--- config.mk ---
export PLATFORM = sky130hd
export DESIGN_NAME = multicycle_control
export DESIGN_NICKNAME = d
export VERILOG_FILES = /design/src/rtl/multicycle_control.sv
export SDC_FILE = /design/constraint.sdc
export NUM_CORES = 1
export LEC_CHECK = 0
export CORE_UTILIZATION = 30
export CTS_BUF_LIST = sky130_fd_sc_hd__clkbuf_16
export DETAILED_ROUTE_END_ITERATION = 12
export GPL_TIMING_DRIVEN = 0
export PLACE_DENSITY = 0.58
export SLEW_MARGIN = 10
export SYNTH_ARGS = -nofsm -noshare
export SYNTH_HDL_FRONTEND = slang
export SYNTH_SLANG_ARGS = --single-unit
--- constraint.sdc ---
create_clock -name clk -period 2.4 [get_ports clk]
set_input_delay 0.36 -clock clk [delete_from_list [all_inputs] [get_ports clk]]
set_output_delay 0.36 -clock clk [all_outputs]
set_load 0.02 [all_outputs]
--- src/rtl/multicycle_control.sv ---
// Multicycle controller for an 11-bit RISC-V subset: R-type add/sub/and/or, lw, sw and beq.
// Handles memory handshakes, raises a sticky illegal flag and counts retired instructions.
module multicycle_control (
  input  logic        clk,
  input  logic        rst,
  input  logic [10:0] instruction,
  input  logic        zero,
  input  logic        mem_ready,
  output logic        PCWrite,
  output logic        IRWrite,
  output logic        MemRead,
  output logic        MemWrite,
  output logic        RegWrite,
  output logic        IorD,
  output logic        ALUSrcA,
  output logic        MemtoReg,
  output logic        PCSource,
  output logic [1:0]  ALUSrcB,
  output logic [3:0]  ALUOp,
  output logic        illegal,
  output logic [3:0]  state,
  output logic [15:0] instr_count
);

  typedef enum logic [3:0] {
    S_FETCH     = 4'd0,
    S_DECODE    = 4'd1,
    S_EXEC_R    = 4'd2,
    S_EXEC_ADDR = 4'd3,
    S_EXEC_BEQ  = 4'd4,
    S_MEM_RD    = 4'd5,
    S_MEM_WR    = 4'd6,
    S_WB_R      = 4'd7,
    S_WB_MEM    = 4'd8,
    S_ILLEGAL   = 4'd9
  } state_t;

  localparam logic [6:0] OP_R   = 7'b0110011;
  localparam logic [6:0] OP_LW  = 7'b0000011;
  localparam logic [6:0] OP_SW  = 7'b0100011;
  localparam logic [6:0] OP_BEQ = 7'b1100011;

  localparam logic [3:0] ALU_ADD = 4'b0010;
  localparam logic [3:0] ALU_SUB = 4'b0110;
  localparam logic [3:0] ALU_AND = 4'b0000;
  localparam logic [3:0] ALU_OR  = 4'b0001;

  state_t      r_state;
  state_t      w_next;
  logic        r_illegal;
  logic [15:0] r_instr_count;

  logic       w_retire;
  logic       w_pcWrite, w_irWrite, w_memRead, w_memWrite, w_regWrite;
  logic [6:0] w_opcode;
  logic [2:0] w_funct3;
  logic       w_alt;

  assign w_opcode = instruction[6:0];
  assign w_funct3 = instruction[9:7];
  assign w_alt    = instruction[10];

  always_ff @(posedge clk) begin
    if (rst) begin
      r_state       <= S_FETCH;
      r_instr_count <= 16'd0;
      r_illegal     <= 1'b0;
    end else begin
      r_state <= w_next;
      if (w_retire)
        r_instr_count <= r_instr_count + 16'd1;
      if (w_next == S_ILLEGAL)
        r_illegal <= 1'b1;
    end
  end

  // w_retire marks the edge that completes an instruction; it feeds the counter only.
  always_comb begin
    w_next     = r_state;
    w_retire   = 1'b0;
    w_pcWrite  = 1'b0;
    w_irWrite  = 1'b0;
    w_memRead  = 1'b0;
    w_memWrite = 1'b0;
    w_regWrite = 1'b0;
    IorD       = 1'b0;
    ALUSrcA    = 1'b0;
    MemtoReg   = 1'b0;
    PCSource   = 1'b0;
    ALUSrcB    = 2'b00;
    ALUOp      = ALU_ADD;
    case (r_state)
      S_FETCH: begin
        w_memRead = 1'b1;
        ALUSrcB   = 2'b01;
        w_irWrite = mem_ready;
        w_pcWrite = mem_ready;
        if (mem_ready)
          w_next = S_DECODE;
      end
      S_DECODE: begin
        ALUSrcB = 2'b10;
        case (w_opcode)
          OP_R:
            w_next = (w_funct3 == 3'b000 || w_funct3 == 3'b110 || w_funct3 == 3'b111)
                     ? S_EXEC_R : S_ILLEGAL;
          OP_LW, OP_SW: w_next = S_EXEC_ADDR;
          OP_BEQ:       w_next = S_EXEC_BEQ;
          default:      w_next = S_ILLEGAL;
        endcase
      end
      S_EXEC_R: begin
        ALUSrcA = 1'b1;
        case (w_funct3)
          3'b000:  ALUOp = w_alt ? ALU_SUB : ALU_ADD;
          3'b111:  ALUOp = ALU_AND;
          3'b110:  ALUOp = ALU_OR;
          default: ALUOp = ALU_ADD;
        endcase
        w_next = S_WB_R;
      end
      S_WB_R: begin
        w_regWrite = 1'b1;
        w_retire   = 1'b1;
        w_next     = S_FETCH;
      end
      S_EXEC_ADDR: begin
        ALUSrcA = 1'b1;
        ALUSrcB = 2'b10;
        w_next  = (w_opcode == OP_LW) ? S_MEM_RD : S_MEM_WR;
      end
      S_MEM_RD: begin
        w_memRead = 1'b1;
        IorD      = 1'b1;
        if (mem_ready)
          w_next = S_WB_MEM;
      end
      S_WB_MEM: begin
        w_regWrite = 1'b1;
        MemtoReg   = 1'b1;
        w_retire   = 1'b1;
        w_next     = S_FETCH;
      end
      S_MEM_WR: begin
        w_memWrite = 1'b1;
        IorD       = 1'b1;
        if (mem_ready) begin
          w_retire = 1'b1;
          w_next   = S_FETCH;
        end
      end
      S_EXEC_BEQ: begin
        ALUSrcA   = 1'b1;
        ALUOp     = ALU_SUB;
        PCSource  = 1'b1;
        w_pcWrite = zero;
        w_retire  = 1'b1;
        w_next    = S_FETCH;
      end
      S_ILLEGAL: w_next = S_ILLEGAL;
      default:   w_next = S_FETCH;
    endcase
  end

  // Enables are gated by rst so an in-flight memory access is dropped in the reset cycle.
  assign PCWrite     = w_pcWrite  & ~rst;
  assign IRWrite     = w_irWrite  & ~rst;
  assign MemRead     = w_memRead  & ~rst;
  assign MemWrite    = w_memWrite & ~rst;
  assign RegWrite    = w_regWrite & ~rst;
  assign illegal     = r_illegal;
  assign state       = r_state;
  assign instr_count = r_instr_count;

endmodule

Word level (Yosys, flattened, before mapping) --
Index checks and enable logic that the tools add are counted.
Storage, ports and cells: input port bits 15, output and inout bits 36, word-level logic and storage cells 59, register bits 21
Operators by class: bitwise logic cells 6, reductions and logical operators 11, eq/ne operators 16, $add $sub $neg 1, multiplexer cells 22
Operators with widths (number):
- 4-bit case mux with 7 select lines | 1
- 16-bit by 1-bit adder with 16-bit output (second input constant) | 1
- 4-bit by 3-bit == test with 1-bit output (second input constant) | 4
- 4-bit two-way mux | 4
- 7-bit by 6-bit == test with 1-bit output (second input constant) | 2
- 4-bit == test (second input constant) | 3
- 4-bit case mux with 3 select lines | 1
- 2-bit OR reduction | 5
- 1-bit two-way mux | 9
- 3-bit case mux with 3 select lines | 1
- 4-bit by 2-bit == test with 1-bit output (second input constant) | 2
- 7-bit by 2-bit == test with 1-bit output (second input constant) | 1
- 7-bit == test (second input constant) | 1
- 3-bit == test (second input constant) | 2
- 3-bit case mux with 2 select lines | 1
- 3-bit OR reduction | 2
- 1-bit bitwise AND | 5
- 4-bit by 1-bit == test with 1-bit output (second input constant) | 1
- 4-bit zero test | 1
- 1-bit case mux with 2 select lines | 2
- 2-bit case mux with 2 select lines | 1
- 3-bit zero test | 1
- 3-bit two-way mux | 1
- 1-bit logical OR | 2
- 2 further kinds | 2

Depth between registers and ports, before layout --
Gate-level depths: netlist of the first run.
depth in word-level cells 7, gate-level depth with buffers 7, depth with buffers taken out 5

Worst setup path after synthesis of the first run --
Ideal clock, no wire load.
path kind register -> output, start reg r_state[2], in the netlist state[2], end out PCWrite, arrival time 1.733 ns, slack 0.307 ns, stages on the path, launching flop included 5, path through dfxtp_1 > buf_2 > buf_1 > mux2i_1 > nor4_1
Between the ends: cells in the longest elaborated chain, start to end 3, elaborated cells on any way between the ends 4
RTL lines:
- start, declared | RTL line 48 | state_t r_state;
- start signal, assigned | RTL line 69 | r_state <= w_next;
- 4-bit by 3-bit == test with 1-bit output or 4-bit zero test (tied branches) | RTL line 92 | case (r_state)
- 1-bit case mux with 2 select lines (*) | RTL line 92
- 1-bit bitwise AND (*) | RTL line 166 | assign PCWrite = w_pcWrite & ~rst;
- end, declared | RTL line 9 | output logic PCWrite,
Mark *: on every way between the ends. The rest lies on a longest branch, timed or not.

Final worst setup path of the first run --
start reg r_state[2], in the netlist state[2], end out ALUOp[0]
Between the ends: cells in the longest elaborated chain, start to end 2, elaborated cells on any way between the ends 3
RTL lines:
- 4-bit by 3-bit == test with 1-bit output or 4-bit by 2-bit == test with 1-bit output (tied branches) | RTL line 92
- 3-bit case mux with 2 select lines (*) | RTL line 92
- end, declared | RTL line 19 | output logic [3:0] ALUOp,
Marks and branches as above.

==> results of run 1 <==
-- stage by stage --
| stage | worst slack [ns] | utilization | hold slack, ns | std cells | power, uW |
|---|---|---|---|---|---|
| 3_3_place_gp | -0.3032 | 0.4536 | 0.4642 | 270 | 546.5 |
| 3_5_place_dp | -0.3056 | 0.4536 | 0.4647 | 270 | 546.1 |
| 4_1_cts | -0.05006 | 0.4719 | 0.4964 | 274 | 904.3 |
| 2_1_floorplan | 0.3073 | - | 0.5187 | 171 | 463.3 |
| 5_1_grt | 0.06887 | 0.4749 | 0.5231 | 276 | 934.6 |
| 6_report | 0.1580 | 0.4749 | 0.4975 | 276 | 894.7 |
-- final cells by class --
| class | instances | area [um2] |
|---|---|---|
| Fill cell | 417 | 2161 |
| Multi-Input combinational cell | 134 | 822.0 |
| Tap cell | 50 | 62.56 |
| Buffer | 12 | 62.56 |
| Inverter | 4 | 15.01 |
| Timing Repair Buffer | 51 | 491.7 |
| Sequential cell | 21 | 420.4 |
| Clock buffer | 3 | 75.07 |
| Clock inverter | 1 | 5.005 |
-- layer usage --
metal	GRT usage	up-vias	share of wire
met5	0	-	0
met4	0.03646	0	0
met3	0.04000	0	0.060
met2	0.2488	42	0.46
met1	0.2278	625	0.48
li1	-	731	-
-- how the worst max path moves through the flow --
stage,startpoint,endpoint,slack [ns]
2_1_floorplan,state[2],PCWrite,0.31
3_3_place_gp,instruction[9],ALUOp[2],-0.30
3_5_place_dp,instruction[9],ALUOp[2],-0.31
4_1_cts,state[1],RegWrite,-0.05
5_1_grt,state[0],RegWrite,0.07
6_report,state[2],ALUOp[0],0.16
-- flip-flops by register name (all words and copies together) (netlist names) --
| register | cells |
|---|---|
| illegal | 1 |
| state | 4 |
| instr_count | 16 |
-- logic make-up (layout without fill, tap and decap cells) --
logic type,after synthesis,after routing,share of synthesized area
buf+inv,16,71,0.05427
other cells,1,1,0.002854
simple gates,78,78,0.3238
compound gates,39,39,0.1857
xor+xnor,12,12,0.08000
flops,21,21,0.3200
fa+ha+maj,1,1,0.009522
mux,3,3,0.02381
-- synth_stat cells (all sizes together), types with 3 or more instances --
cell,number
nand2,9
a21oi,13
or3,5
nand2b,6
xor2,12
nand4,4
o211ai,5
o21ai,10
o2111ai,3
nor2,24
nor2b,5
clkbuf,6
dfxtp,21
nand3,3
nor3,7
buf,6
inv,4
-- worst min-delay path, stage by stage (launching register included) --
cell and delay (ns):
dfxtp_1 0.33, nand2_1 0.06, a21oi_1 0.05
-- power groups by stage --
stage	clock (uW)	sequential, uW	combinational [uW]
after floorplan	0	379	83.9
after global placement	0	373	174
after detailed placement	0	373	173
after CTS	369	365	171
after global routing	377	366	191
final	356	365	174
-- repair_timing --
action / in CTS / in global routing
endpoints found under the setup margin: 9 / 5
gates resized for setup: 10 / 11
pin swaps: 0 / 1
buffers inserted: 0 / 2
==> impl_metrics.toml, run 1 <==
[critical_path]
cp_num_buf_inv = 3
r2r_end = "instr_count[15]"
cp_top_family = "buffers and inverters"
critPathMaxStageDelay_ns = 0.61
ff2ff_path_depth = 7
r2r_start = "state[1]"
crit_cells = 6
crit_slowest_cell = "clkdlybuf4s50_1"
arrival_ns = 1.88
startpoint_type = "register"
worstPathRequired_ns = 2.04
critPathMaxFanout = 10
crit_chain = "buf_2, buf_2, nor2_1, nand2_1, nor2_1, clkdlybuf4s50_1"
reg2reg_slack_ns = 0.49
path_class = "reg -> out"
end_kind = "primary output"

[grt]
grt_overflow_total = 0
grt_max_degree = 13
grt_pass1_vias = 1277
grt_util_all_layers = 0.1628
grt_pass1_wl_mm = 5.754
antenna_found_initial = 0

[synthesis]
synth-edff-count = 0
synth-main-ff-cell = "dfxtp_1"
synth_top_area_cell = "dfxtp_1"
synth_seq_cells = 21
syn_area_per_cell_um2 = 7.683
synth_top_area_share = 0.3200
synth_area_leaders = "dfxtp_1 (32%), xor2_1 (8.0%), nor2_1 (6.6%)"
syn-cell-area_um2 = 1314
synth_cells = 171
yosys_warnings = 0
syn-num-nets = 187
async_flop_share = 0
seq_area_frac_synth = 0.3200
ys_types = 44

[timing]
finalSetupTns_ns = 0
finalClockSkew_ns = 0.002788
finalMaxSlewViolations = 0
worst_slew_pin_slew_ns = 0.5274
slew_headroom = 0.6436
hold_viol = 0
min_period_ns = 2.242
grt_setup_unrepaired = "false"
setup_viol = 0
post-route-period-util = 0.9342
max_freq_mhz = 446.0

[detailed_routing]
vias = 1398
drtIter0Drc = 78
antenna_left = 0
first_pass_iters = 4
wl_mm = 3.541
drc = 0
drt-vias-per-instance = 5.065
wl_per_cell_um = 12.83

[job]
maxCapViolCount = 0

[pwr]
ir_drop_mv = 0.3154
clkPwrFrac = 0.397
p_per_area_nw_per_um2 = 457.8
p_seq_frac = 0.408
leakagePower_uw = 0.0007531
switchingPower_uw = 233.8
p_sw_frac = 0.2613
power_frac_comb = 0.194
p_int_uw = 660.9

[floorplan]
ioPinCount = 51
core_area_um2 = 4115
die_y_um = 68.18
die_w_um = 68.18
fp.dieArea_um2 = 4648
initial_core_util = 0.3192
rows = 23

[clock_network]
cts_root_buffer = "clkbuf_16"
insertion_delay_ns = 0.26
cts_buffers = 3
cts-htree-levels = 1
clock-sinks = 21
cts_hold_buf = 0
clock_path_buffers = 2
cts_tree = "done"
clkTransAtPathRegs_ns = 0.06

[placement]
place_area_um2 = 1867
place.gp.congestion = 0.8728
dp_hpwl_mm = 2.648
portBuffers = 49

[hold_path]
hp-class = "reg -> reg"
min_path_cells = 2
hold_end = "instr_count[1]"
min_from = "instr_count[1]"

[final_layout]
final_area_um2 = 1954
final_common_cell = "clkdlybuf4s50_1"
syn2layout_area_growth_pct = 48.76
drive_gt1_frac = 0.09735
fin_nets = 243
num_antenna_cells = 0
layout_common_cells = "clkdlybuf4s50_1 (41), nor2_1 (23), dfxtp_1 (21), a21oi_1 (12), xor2_1 (12)"

[status]
outcome = "finished, final reports clean"
Power figures use the tool's default switching activity.
==> run 2: changes to the inputs <==
--- a/config.mk
+++ b/config.mk
@@ -9,6 +9,7 @@
 export CTS_BUF_LIST = sky130_fd_sc_hd__clkbuf_16
 export DETAILED_ROUTE_END_ITERATION = 12
 export GPL_TIMING_DRIVEN = 0
+export MAX_ROUTING_LAYER = met4
 export PLACE_DENSITY = 0.58
 export SLEW_MARGIN = 10
 export SYNTH_ARGS = -nofsm -noshare
==> results of run 2 <==
The final DEF is identical to that of run 1; final timing and power are the same.
Main changes from that run: final weighted congestion in routability-driven placement 0.8728 -> 0.8872; overall routing resource usage 0.1628 -> 0.1674
